**config.mk**
```make
export PLATFORM = sky130hd
export DESIGN_NAME = mem_access_unit
export DESIGN_NICKNAME = d
export VERILOG_FILES = /design/src/rtl/riscv_mem_pkg.sv /design/src/rtl/mem_lane_align.sv /design/src/rtl/mem_access_unit.sv
export SDC_FILE = /design/constraint.sdc
export NUM_CORES = 1
export LEC_CHECK = 0
export BUFFER_PORTS_ARGS = -buffer_cell sky130_fd_sc_hd__buf_4
export CAP_MARGIN = 30
export CORE_ASPECT_RATIO = 0.8
export CORE_UTILIZATION = 47
export DETAILED_ROUTE_END_ITERATION = 10
export PLACE_DENSITY = 0.77
export SLEW_MARGIN = 20
export SYNTH_ARGS = -nofsm -noshare
export SYNTH_HDL_FRONTEND = slang
export SYNTH_SLANG_ARGS = --single-unit
```
**constraint.sdc**
```tcl
create_clock -name sysCLK -period 2.6 [get_ports sysCLK]
set_input_delay 0.13 -clock sysCLK [delete_from_list [all_inputs] [get_ports sysCLK]]
set_output_delay 0.13 -clock sysCLK [all_outputs]
set_load 0.03 [all_outputs]
```
**src/rtl/riscv_mem_pkg.sv**
```systemverilog
// Shared definitions for the data-memory access path: funct3 codes, FSM
// state encoding and the request legality check.
package riscv_mem_pkg;

  localparam logic [2:0] F3_B  = 3'b000;
  localparam logic [2:0] F3_H  = 3'b001;
  localparam logic [2:0] F3_W  = 3'b010;
  localparam logic [2:0] F3_BU = 3'b100;
  localparam logic [2:0] F3_HU = 3'b101;

  typedef enum logic [2:0] {
    ST_IDLE,
    ST_ISSUE,
    ST_CAPTURE,
    ST_WRITE,
    ST_RESP
  } state_t;

  // An access is rejected for an unknown funct3 or a lane that does not fit the access size.
  function automatic logic access_err(input logic we, input logic [2:0] funct3,
                                      input logic [1:0] addr_lo);
    logic illegal;
    logic misaligned;
    illegal    = we ? (funct3 > F3_W) : !(funct3 inside {F3_B, F3_H, F3_W, F3_BU, F3_HU});
    misaligned = ((funct3[1:0] == 2'b01) && addr_lo[0]) ||
                 ((funct3[1:0] == 2'b10) && (addr_lo != 2'b00));
    return illegal | misaligned;
  endfunction

endpackage

```
**src/rtl/mem_lane_align.sv**
```systemverilog
// Combinational lane logic: extracts and extends load data, and merges store
// bytes/halfwords into the word read back from memory.
module mem_lane_align
  import riscv_mem_pkg::*;
(
  input  logic [2:0]  funct3,
  input  logic [1:0]  addr_lo,
  input  logic [31:0] rdata,
  input  logic [31:0] wdata,
  output logic [31:0] load_data,
  output logic [31:0] store_word
);

  logic signed [7:0]  lane_b;
  logic signed [15:0] lane_h;

  always_comb begin
    lane_b = rdata[{addr_lo, 3'b000} +: 8];
    lane_h = rdata[{addr_lo[1], 4'b0000} +: 16];
    unique case (funct3)
      F3_B:    load_data = 32'(lane_b);
      F3_H:    load_data = 32'(lane_h);
      F3_BU:   load_data = {24'h0, lane_b};
      F3_HU:   load_data = {16'h0, lane_h};
      default: load_data = rdata;
    endcase
  end

  always_comb begin
    store_word = rdata;
    unique case (funct3)
      F3_B:    store_word[{addr_lo, 3'b000} +: 8]     = wdata[7:0];
      F3_H:    store_word[{addr_lo[1], 4'b0000} +: 16] = wdata[15:0];
      default: store_word = wdata;
    endcase
  end

endmodule

```
**src/rtl/mem_access_unit.sv**
```systemverilog
// Load/store unit between the CPU request port and a registered-address data
// RAM; sub-word stores are done as read-modify-write.
module mem_access_unit
  import riscv_mem_pkg::*;
#(
  parameter int ADDRW = 16
) (
  input  logic             sysCLK,
  input  logic             resetN,
  input  logic             req_valid,
  output logic             req_ready,
  input  logic             req_we,
  input  logic [2:0]       req_funct3,
  input  logic [31:0]      req_addr,
  input  logic [31:0]      req_wdata,
  output logic             rsp_valid,
  output logic [31:0]      rsp_rdata,
  output logic             rsp_err,
  output logic [ADDRW-1:0] mem_addr,
  output logic [31:0]      mem_wdata,
  output logic             mem_we,
  input  logic [31:0]      mem_rdata
);

  state_t      state;
  state_t      next_state;
  logic        accept;
  logic        req_error;
  logic        we_p0;
  logic [2:0]  funct3_p0;
  logic [1:0]  addr_lo_p0;
  logic [31:0] wdata_p0;
  logic [31:0] load_data;
  logic [31:0] store_word;
  logic        unused_addr_hi;

  assign unused_addr_hi = ^req_addr[31:ADDRW+2];
  assign accept         = req_valid && req_ready;
  assign req_error      = access_err(req_we, req_funct3, req_addr[1:0]);

  always_ff @(posedge sysCLK or negedge resetN) begin
    if (!resetN) state <= ST_IDLE;
    else         state <= next_state;
  end

  always_comb begin
    next_state = state;
    unique case (state)
      ST_IDLE: begin
        if (accept) begin
          if (req_error)                          next_state = ST_RESP;
          else if (req_we && req_funct3 == F3_W)  next_state = ST_WRITE;
          else                                    next_state = ST_ISSUE;
        end
      end
      ST_ISSUE:   next_state = ST_CAPTURE;
      ST_CAPTURE: next_state = we_p0 ? ST_WRITE : ST_RESP;
      ST_WRITE:   next_state = ST_RESP;
      ST_RESP:    next_state = ST_IDLE;
      default:    next_state = ST_IDLE;
    endcase
  end

  always_comb begin
    req_ready = (state == ST_IDLE);
    rsp_valid = (state == ST_RESP);
  end

  // Stage p0: request fields captured at acceptance, held for the whole access
  always_ff @(posedge sysCLK) begin
    if (accept) begin
      we_p0      <= req_we;
      funct3_p0  <= req_funct3;
      addr_lo_p0 <= req_addr[1:0];
      wdata_p0   <= req_wdata;
    end
  end

  mem_lane_align u_align (
    .funct3     (funct3_p0),
    .addr_lo    (addr_lo_p0),
    .rdata      (mem_rdata),
    .wdata      (wdata_p0),
    .load_data  (load_data),
    .store_word (store_word)
  );

  // Memory-side registers; mem_addr only moves for requests that will touch memory
  always_ff @(posedge sysCLK or negedge resetN) begin
    if (!resetN) begin
      mem_addr  <= '0;
      mem_wdata <= '0;
      mem_we    <= 1'b0;
    end else begin
      if (accept && !req_error) mem_addr <= req_addr[ADDRW+1:2];
      if (accept && !req_error && req_we && req_funct3 == F3_W) mem_wdata <= req_wdata;
      else if (state == ST_CAPTURE && we_p0)                   mem_wdata <= store_word;
      mem_we <= (next_state == ST_WRITE);
    end
  end

  // Response registers are non-zero only for the single RESP cycle
  always_ff @(posedge sysCLK or negedge resetN) begin
    if (!resetN) begin
      rsp_rdata <= '0;
      rsp_err   <= 1'b0;
    end else begin
      rsp_rdata <= (state == ST_CAPTURE && next_state == ST_RESP) ? load_data : '0;
      rsp_err   <= (state == ST_IDLE && next_state == ST_RESP);
    end
  end

endmodule
```
==> results of run 1 <==
==> per-stage QoR <==
| stage | util [%] | area [sq um] | hold slack [ns] | power (mW) |
|---|---|---|---|---|
| finish | 71.67 | 8813 | 0.06369 | 9.347 |
| global route | 71.67 | 8813 | 0.06707 | 9.726 |
| CTS | 71.62 | 8807 | 0.03956 | 9.263 |
| detailed placement | 61.08 | 7511 | 0.1171 | 6.795 |
| global placement | 60.74 | 7470 | 0.3202 | 6.680 |
| floorplan | - | 5986 | -0.1656 | 5.333 |
==> how the worst max path moves through the flow <==
stage	from	to	slack, ns	depth (start not counted)
floorplan	addr_lo_p0[1]$_DFFE_PN_	mem_wdata[30]$_DFFE_PN0P_	0.1	8
global placement	addr_lo_p0[1]$_DFFE_PN_	mem_wdata[16]$_DFFE_PN0P_	0.18	6
detailed placement	state[1]$_DFF_PN0_	mem_addr[3]$_DFFE_PN0P_	0.20	4
CTS	state[1]$_DFF_PN0_	mem_addr[3]$_DFFE_PN0P_	0.18	4
global route	state[1]$_DFF_PN0_	mem_addr[11]$_DFFE_PN0P_	0.01	4
finish	state[1]$_DFF_PN0_	mem_addr[11]$_DFFE_PN0P_	0.13	4
==> registers in the layout, indices dropped and copies added (netlist names) <==
signal / flops
addr_lo_p0: 2
funct3_p0: 3
mem_addr: 16
mem_wdata: 32
mem_we: 1
rsp_err: 1
rsp_rdata: 32
state: 3
wdata_p0: 32
we_p0: 1
==> metal layers <==
layer  global-route usage [%]  vias up  wire [um]
met2                    49.04      413       9249
li1                         -     2504          -
met5                        0        -          0
met3                    7.213       43       2085
met4                    12.76        0        466
met1                    43.62     2830       8372
==> synth_stat cells (3+ instances only) <==
library cell   n  area (sq um)
o32ai_2        6         97.59
a21oi_1       12         60.06
o31ai_1        8         60.06
mux2_2        11         123.9
a211oi_1      13         97.59
a221o_1       25         250.2
buf_4          3         22.52
ha_1           5         62.56
buf_2          8         40.04
o21ai_1        3         15.01
nor3_1         5         25.02
nand3b_1       7         52.55
o32a_1         4         40.04
edfxtp_1      38          1141
nand2_1       36         135.1
o21bai_1       6         45.04
a21o_1        16         120.1
mux2i_1       12         120.1
a221oi_1      31         271.5
o21ai_0       38         190.2
nor2_1         8         30.03
mux2_1        10         112.6
dfrtp_1       85          2127
nand4_1        6         37.54
clkbuf_1      25         93.84
nand3_1        4         20.02
inv_1         28         105.1
a31oi_1       20         125.1
nor4bb_1       4         40.04
==> cells by family after synthesis <==
| kind of cell | after synthesis | synth area share (%) |
|---|---|---|
| adder cells (fa/ha/maj) | 5 | 1.045 |
| flip-flops | 123 | 54.60 |
| buffers and inverters | 69 | 4.808 |
| multiplexers | 34 | 6.334 |
| AO/OA/AOI/OAI | 191 | 24.39 |
| AND/OR/NAND/NOR | 93 | 8.821 |
==> power by group <==
group          switching [mW]  internal [mW]
clock                   0.870           1.50
combinational            2.38           1.50
sequential              0.432           2.67
==> area by class of cell <==
cell class / count / area [sq um] / share of cell area, %
Sequential cell: 123 / 3268 / 37.08
Multi-Input combinational cell: 323 / 2442 / 27.71
Timing Repair Buffer: 265 / 2187 / 24.82
Clock buffer: 20 / 436.7 / 4.955
Tap cell: 171 / 214.0 / 2.428
Clock inverter: 12 / 148.9 / 1.689
Inverter: 31 / 116.4 / 1.320
==> worst max-delay path: stages, from the launching register on <==
cell and delay, ns:
dfrtp_1 0.47, or4b_1 0.75, inv_2 0.32, o21ai_2 0.33
mux2_1 0.46
==> repair_timing <==
action,in CTS,in global routing
hold buffers,71,0
setup endpoints to repair,0,1
hold endpoints to repair,124,0
resized for setup,0,1
==> results.md, run 1 <==
- Status: finished, final reports clean
- Hold Vio Cnt, Final: 0
- Mapped cell area: 5986 sq um
- Die area: 13190 sq um
- Via count: 5790
- Commonest non-fill, non-tap cell in the layout: buf_4
- Routed wire per std cell: 21.35 um
- Worst setup margin: 0.1320 ns
- CP startpoint kind: flip-flop
- R2R setup slack: between 0.1 and 0.15 ns
- TritonCTS buffer count: 17
- Cells after DPL: 842
- Worst hold stages: 3
- Clock-pin transition on the worst setup and hold timing paths: 0.06 ns
- Core Footprint: 12300 sq um
- Seq cells post-synth: 123
- Mapped Cells: 515
- First-pass GRT wire length: 30640 um
- Ys Warns: 0
- CTS tree: built
- Initial Utilization: 48.68%
- Hold Crit Class: primary input to flip-flop
- Setup WS pre-CTS: 0.2043 ns
- Sequential area share after synthesis: 54.60%
- Period utilisation layout: 94.92%
- Routed Wire Length: 20170 um
- CTS root buf: clkbuf_16
- Area Growth Syn to Fin: 47.24%
- Syn_area_per_cell: 11.62 sq um
- WS Path Type: flip-flop to flip-flop
- Setup bufs post-CTS: 0
- RePlAce Congestion: ~0.9
- Antenna violations before repair: 0
- Hold Path End: rsp_rdata[11]$_DFF_PN0_
- Residual DRC: 0
- Die width: 128.2 um
- Die Span Y: 102.9 um
- Worst skew pair latency: 0.43 ns
- H-tree Lvls: 4
- RR Startpoint: state[1]$_DFF_PN0_
- DPL Wire Length: 13720 um
- Syn_nets: 623
- Worst EP required: 2.90 ns
- Static leakage: 3.999 nW
- Crit Reg-Reg Endpoint: mem_addr[11]$_DFFE_PN0P_
- 1st-pass router iterations: 8
- Critical Path End Type: flip-flop
- Worst path arrival time: between 2 and 3 ns
- Critical path peak fanout: 16
- Hold path start: mem_rdata[11]
- Largest net degree at the start of global routing: 55
- Final setup vio count: 0
- Nets: 869
- Ant. Diodes: 0
- Io pins: approximately 190
- Number of global-route vias before repair: roughly 5600
- Relative slew slack: roughly 39%
- Max VDD drop: 0.8816 mV
- Cell row count: 36
- Worst slew pin tran: 0.9209 ns
- Max-capacitance violation count: 0
- # fillers: 846
- Clock Sink Count: 123
- Period minus WS final: 2.468 ns
- Clock skew: roughly 0.011 ns
- Commonest cells after routing, fill and taps aside: 193 x buf_4, 85 x dfrtp_1, 71 x dlygate4sd3_1
- CTS max path bufs: 2
- Setup TNS: 0 ns
- Worst r2r path cells: 4
- Top_reg_cell synth: dfrtp_1
- Final Max Tran Viols: 0
- Finished Layout Cells: 945
- Synth cell types: 59
- FFs w/ async S/R, synth: 69.11%
- Detail Route Antenna Nets: 0
- Vias per cell: 6.127
- Peak Freq: between 400 and 500 MHz
- Unrepaired setup endpoints after global routing: false
- Detailed Route Iter0 Violations: 683
- Post-synth EDFFs: 38
- Grt ovf: 0
- P per Cell Area: 1060 nW/um^2
- Share of cells above drive strength 1: 33.07%
- GRT Util Overall: 31.71%
- Port Buffers: around 170
Note: power is estimated with default switching activity, not from simulation.
==> inputs of run 2 (changes only) <==
--- a/config.mk
+++ b/config.mk
@@ -10,7 +10,7 @@
 export CORE_ASPECT_RATIO = 0.8
 export CORE_UTILIZATION = 47
 export DETAILED_ROUTE_END_ITERATION = 10
-export PLACE_DENSITY = 0.77
+export PLACE_DENSITY_LB_ADDON = 0.25
 export SLEW_MARGIN = 20
 export SYNTH_ARGS = -nofsm -noshare
 export SYNTH_HDL_FRONTEND = slang
==> results.md, run 2 (synthesized netlist as in run 1, its figures left out) <==
- Status: finished, final reports clean (unchanged)
- Detail Route Antenna Nets: 0 (unchanged)
- DPL Wire Length: 13540 um (was 13720 um)
- Post-CTS Resized: 0 (unchanged)
- Core Footprint: 12300 sq um (unchanged)
- Static leakage: 3.984 nW (was 3.999 nW)
- Worst EP required: 2.86 ns (was 2.90 ns)
- Area Growth Syn to Fin: 46.17% (was 47.24%)
- H-tree Lvls: 4 (unchanged)
- Final setup vio count: 0 (unchanged)
- Metal2 WL: 8996 um (was 9249 um)
- Routed Wire Length: 19890 um (was 20170 um)
- Ant. Diodes: 0 (unchanged)
- Commonest cells after routing, fill and taps aside: 192 x buf_4, 85 x dfrtp_1, 71 x dlygate4sd3_1 (was 193 x buf_4, 85 x dfrtp_1, 71 x dlygate4sd3_1)
- RePlAce Congestion: 0.9293 (was 0.8913)
- Max incr delay on CP: 0.76 ns (was 0.75 ns)
- Critical Path End Type: flip-flop (unchanged)
- Detailed Route Iter0 Violations: 602 (was 683)
- M1 wire length: 8436 um (was 8372 um)
- Uppermost layer routed: met4 (unchanged)
- P per Cell Area: 1036 nW/um^2 (was 1060 nW/um^2)
- Residual DRC: 0 (unchanged)
- Clock skew: 0.01174 ns (was 0.01096 ns)
- Die area: 13190 sq um (unchanged)
- CTS max path bufs: 2 (unchanged)
- Largest net degree at the start of global routing: 55 (unchanged)
- Routed wl met3: 1846 um (was 2085 um)
- Setup TNS: 0 ns (unchanged)
- Worst slew pin tran: 0.8626 ns (was 0.9209 ns)
- Via count: 5733 (was 5790)
- Relative slew slack: 42.48% (was 38.60%)
- Commonest non-fill, non-tap cell in the layout: buf_4 (unchanged)
- WS Path Type: flip-flop to flip-flop (unchanged)
- CTS root buf: clkbuf_16 (unchanged)
- Routed wire per std cell: 21.03 um (was 21.35 um)
- CP Cell Sequence: or4b_1 > nand2_2 > nand3_2 > inv_2 > a31oi_1 (was or4b_1 > inv_2 > o21ai_2 > mux2_1)
- Unrepaired setup endpoints after global routing: false (unchanged)
- Worst skew pair latency: 0.43 ns (about the same)
- Worst path arrival time: 2.74 ns (was 2.76 ns)
- Cell row count: 36 (unchanged)
- Share of cells above drive strength 1: 32.65% (was 33.07%)
- Setup bufs post-CTS: 0 (unchanged)
- Number of global-route vias before repair: 5467 (was 5579)
- Max VDD drop: 0.6855 mV (was 0.8816 mV)
- 1st-pass router iterations: 8 (unchanged)
- Period utilisation layout: 95.24% (was 94.92%)
- Nets: 870 (was 869)
- Critical path peak fanout: 19 (was 16)
- Period minus WS final: 2.476 ns (was 2.468 ns)
- Worst setup margin: 0.1237 ns (was 0.1320 ns)
- Initial Utilization: 48.68% (unchanged)
- TritonCTS buffer count: 17 (unchanged)
- Antenna violations before repair: 0 (unchanged)
- CTS tree: built (unchanged)
- Port Buffers: 172 (unchanged)
- Setup WS pre-CTS: 0.2227 ns (was 0.2043 ns)
- Io pins: 187 (unchanged)
- Clock Sink Count: 123 (unchanged)
- Die Span Y: 102.9 um (unchanged)
- GRT Util Overall: 31.02% (was 31.71%)
- First-pass GRT wire length: 29900 um (was 30640 um)
- Clock-pin transition on the worst setup and hold timing paths: 0.05 ns (was 0.06 ns)
- R2R setup slack: 0.12 ns (was 0.13 ns)
- WHS: 0.04115 ns (was 0.06369 ns)
- Slowest cell on crit path: or4b_1 (unchanged)
- Biggest regs: mem_wdata: 32 flops, rsp_rdata: 32 flops, wdata_p0: 32 flops (unchanged)
- Hold Vio Cnt, Final: 0 (unchanged)
- Max-capacitance violation count: 0 (unchanged)
- CP startpoint kind: flip-flop (unchanged)
- Final Max Tran Viols: 0 (unchanged)
- Peak Freq: 403.8 MHz (was 405.2 MHz)
- Grt ovf: 0 (unchanged)
- Die width: 128.2 um (unchanged)
- Vias per cell: 6.060 (was 6.127)
- Hold Crit Class: primary input to flip-flop (unchanged)
==> run 2: area by class of cell <==
type                    count  area [sq um]
inverters                  31         116.4
clock buffers              28         496.7
repair buffers            266          2205
multi-input cells         323          2430
fillers                   860          3547
clock inverters             4         20.02
well taps                 171         214.0
flip-flops and latches    123          3268
==> run 2: worst paths after layout <==
check	startpoint	to	depth (start not counted)
setup / recovery	state[1]$_DFF_PN0_	mem_wdata[11]$_DFFE_PN0P_	5
hold reg to reg	mem_addr[11]$_DFFE_PN0P_	mem_addr[11]$_DFFE_PN0P_	1
min in group asynchronous	resetN	rsp_rdata[16]$_DFF_PN0_	2
hold / removal	mem_rdata[9]	rsp_rdata[9]$_DFF_PN0_	3
setup reg to reg	state[1]$_DFF_PN0_	mem_wdata[11]$_DFFE_PN0P_	5
max in group asynchronous	resetN	mem_wdata[26]$_DFFE_PN0P_	3
==> run 2: report_power, final <==
part / internal, mW / leakage (nW) / switching, mW / total [mW]
Clock: 1.28 / 0.256 / 0.806 / 2.09
Sequential: 2.67 / 1.45 / 0.424 / 3.10
Combinational: 1.50 / 2.28 / 2.37 / 3.88
Total: 5.46 / 3.98 / 3.60 / 9.06
==> run 2: worst max-delay path, delay by kind of cell (launching register included) <==
family                 cells  cell delay (ns)
AOI/OAI and AO/OA          1             0.18
buffers and inverters      1             0.37
DFF                        1             0.48
and+or+nand+nor            3             1.27
==> run 2: through the flow <==
stage	std cells	utilization (%)	total power [mW]	cell area [sq um]
6_report	946	71.15	9.062	8750
5_1_grt	946	71.15	9.447	8750
4_1_cts	946	71.15	8.995	8750
3_5_place_dp	843	61.17	6.806	7522
3_3_place_gp	840	60.85	6.690	7482
2_1_floorplan	515	-	5.333	5986
==> run 2: routing by layer <==
layer	vias up	GRT usage, %
met5	-	0
met4	0	12.85
met3	68	8.822
met2	347	47.49
met1	2808	41.80
li1	2510	-
==> run 2: what timing repair did <==
item	4_1_cts	5_1_grt
hold endpoints to repair	122	0
hold buffers	71	0
setup endpoints to repair	0	0
==> inputs of run 3 (changes only) <==
--- a/config.mk
+++ b/config.mk
@@ -7,8 +7,10 @@
 export LEC_CHECK = 0
 export BUFFER_PORTS_ARGS = -buffer_cell sky130_fd_sc_hd__buf_4
 export CAP_MARGIN = 30
+export CELL_PAD_IN_SITES_DETAIL_PLACEMENT = 0
+export CELL_PAD_IN_SITES_GLOBAL_PLACEMENT = 2
 export CORE_ASPECT_RATIO = 0.8
-export CORE_UTILIZATION = 47
+export CORE_UTILIZATION = 29
 export DETAILED_ROUTE_END_ITERATION = 10
 export PLACE_DENSITY_LB_ADDON = 0.25
 export SLEW_MARGIN = 20
==> results.md, run 3 (synthesized netlist as in run 1, its figures left out) <==
- Die Span Y: 130.5 um (was 102.9 um)
- RePlAce Congestion: 0.8804 (was 0.9293)
- Met3 Use GR: 5.240% (was 8.822%)
- Relative slew slack: 37.80% (was 42.48%)
- Hold Crit Class: primary input to flip-flop (unchanged)
- Nets: 870 (unchanged)
- Largest net degree at the start of global routing: 86 (was 55)
- Finished Layout Cells: 1039 (was 946)
- Clock Sink Count: 123 (unchanged)
- Setup WS pre-CTS: 0.1841 ns (was 0.2227 ns)
- Detail Route Antenna Nets: 0 (unchanged)
- 1st-pass router iterations: 5 (was 8)
- Most used routing layer: met1 (was met2)
- GRT Util Overall: 20.26% (was 31.02%)
- Area Growth Syn to Fin: 49.92% (was 46.17%)
- Period minus WS final: 2.457 ns (was 2.476 ns)
- Period utilisation layout: 94.50% (was 95.24%)
- Share of cells above drive strength 1: 33.68% (was 32.65%)
- Clock-pin transition on the worst setup and hold timing paths: 0.05 ns (about the same)
- CTS root buf: clkbuf_16 (unchanged)
- Max VDD drop: 0.5078 mV (was 0.6855 mV)
- Setup bufs post-CTS: 0 (unchanged)
- Initial Utilization: 29.89% (was 48.68%)
- Critical path peak fanout: 5 (was 19)
- Commonest cells after routing, fill and taps aside: 194 x buf_4, 85 x dfrtp_1, 71 x dlygate4sd3_1 (was 192 x buf_4, 85 x dfrtp_1, 71 x dlygate4sd3_1)
- Cells after DPL: 936 (was 843)
- R2R setup slack: 0.14 ns (was 0.12 ns)
- Vias per cell: 5.288 (was 6.060)
- Commonest non-fill, non-tap cell in the layout: buf_4 (unchanged)
- Pint: 5.818 mW (was 5.461 mW)
- CP startpoint kind: flip-flop (unchanged)
- Cell row count: 46 (was 36)
- P per Cell Area: 1054 nW/um^2 (was 1036 nW/um^2)
- Routing usage on met1: 30.28% (was 41.80%)
- Die area: 21220 sq um (was 13190 sq um)
- Dpl cell area: 7627 sq um (was 7522 sq um)
- Biggest regs: mem_wdata: 32 flops, rsp_rdata: 32 flops, wdata_p0: 32 flops (unchanged)
- Worst skew pair latency: 0.42 ns (was 0.43 ns)
- Worst EP required: 2.95 ns (was 2.86 ns)
- Die width: 162.6 um (was 128.2 um)
- Clock share of power: 26.5% (was 23.1%)
- Port Buffers: 172 (unchanged)
- Core Footprint: 20030 sq um (was 12300 sq um)
- Hold Vio Cnt, Final: 0 (unchanged)
- Peak Freq: 407.0 MHz (was 403.8 MHz)
- CTS max path bufs: 2 (unchanged)
- # fillers: 1893 (was 860)
- Final setup vio count: 0 (unchanged)
- Logic pwr share: 40.9% (was 42.8%)
- Max-capacitance violation count: 0 (unchanged)
- Sw frac: 38.49% (was 39.74%)
- H-tree Lvls: 4 (unchanged)
- Worst path arrival time: 2.81 ns (was 2.74 ns)
- Io pins: 187 (unchanged)
- Setup TNS: 0 ns (unchanged)
- Grt ovf: 0 (unchanged)
- TritonCTS buffer count: 17 (unchanged)
- WS Path Type: flip-flop to flip-flop (unchanged)
- Final Max Tran Viols: 0 (unchanged)
- Clock skew: 0.009259 ns (was 0.01174 ns)
- Sw Pwr: 3.640 mW (was 3.601 mW)
- Flop pwr share: 32.6% (was 34.2%)
- Via count: 5494 (was 5733)
- CTS tree: built (unchanged)
- Tot Pwr: 9.458 mW (was 9.062 mW)
- Ant. Diodes: 0 (unchanged)
- Met2 Use GR: 28.78% (was 47.49%)
- Detailed Route Iter0 Violations: 403 (was 602)
- Static leakage: 4.031 nW (was 3.984 nW)
- Routed wire per std cell: 20.39 um (was 21.03 um)
- Worst setup margin: 0.1431 ns (was 0.1237 ns)
- Residual DRC: 0 (unchanged)
- Number of global-route vias before repair: 5402 (was 5467)
- Antenna violations before repair: 0 (unchanged)
- First-pass GRT wire length: 31780 um (was 29900 um)
- Final core utilization: 44.80% (was 71.15%)
- Post-route cell area: 8974 sq um (was 8750 sq um)
- WHS: 0.07611 ns (was 0.04115 ns)
- Critical Path End Type: flip-flop (unchanged)
- Worst slew pin tran: 0.9197 ns (was 0.8626 ns)
- Routed Wire Length: 21180 um (was 19890 um)
- Unrepaired setup endpoints after global routing: false (unchanged)
- DPL Wire Length: 15550 um (was 13540 um)
- Status: finished, final reports clean (unchanged)
[run 3: cell count changes in the layout (fill, tap and decap cells not counted), moves of 2 or more]
cell,previous run,this run
clkbuf_1,8,2
bufinv_16,0,3
buf_4,192,194
clkbuf_16,17,19
clkbuf_8,3,1
clkinv_4,0,2
[run 3: cell type report]
class | count | area, sq um | share of cell area [%]
flip-flops and latches | 123 | 3268 | 36.42
multi-input cells | 323 | 2440 | 27.19
repair buffers | 266 | 2187 | 24.37
clock buffers | 22 | 496.7 | 5.535
well taps | 264 | 330.3 | 3.681
clock inverters | 10 | 135.1 | 1.506
inverters | 31 | 116.4 | 1.297
[run 3: critical path, cell delays in order (launching register included)]
cell and delay [ns]:
edfxtp_1 0.47, inv_1 0.17, ha_1 0.27, buf_4 0.15, or3b_2 0.50, or2_2 0.32
a221oi_1 0.33, a221o_1 0.17
[run 3: final timing paths]
| kind | start | to | depth (start not counted) |
|---|---|---|---|
| setup / recovery | addr_lo_p0[1]$_DFFE_PN_ | mem_wdata[30]$_DFFE_PN0P_ | 7 |
| max in group asynchronous | resetN | mem_wdata[11]$_DFFE_PN0P_ | 3 |
| min in group asynchronous | resetN | rsp_rdata[18]$_DFF_PN0_ | 3 |
| hold reg to reg | mem_addr[14]$_DFFE_PN0P_ | mem_addr[14]$_DFFE_PN0P_ | 1 |
| setup reg to reg | addr_lo_p0[1]$_DFFE_PN_ | mem_wdata[30]$_DFFE_PN0P_ | 7 |
| hold / removal | mem_rdata[10] | rsp_rdata[10]$_DFF_PN0_ | 3 |
[run 3: per-layer routing]
| layer | vias to the layer above | routed length, um |
|---|---|---|
| li1 | 2504 | - |
| met1 | 2716 | 10140 |
| met2 | 257 | 9000 |
| met3 | 17 | 1792 |
| met4 | 0 | 252 |
| met5 | - | 0 |
[run 3: timing repair]
action                                  4_1_cts  5_1_grt
hold buffers                                 71        0
endpoints found under the setup margin        0        2
gates resized for setup                       0        1
hold endpoints to repair                    179        0
[run 3: power groups by stage]
stage / logic (mW) / clock network (mW) / registers, mW
2_1_floorplan: 1.46 / 0 / 3.87
3_3_place_gp: 3.73 / 0 / 3.09
3_5_place_dp: 3.78 / 0 / 3.11
4_1_cts: 3.88 / 2.55 / 3.08
5_1_grt: 4.14 / 2.64 / 3.15
6_report: 3.87 / 2.51 / 3.08
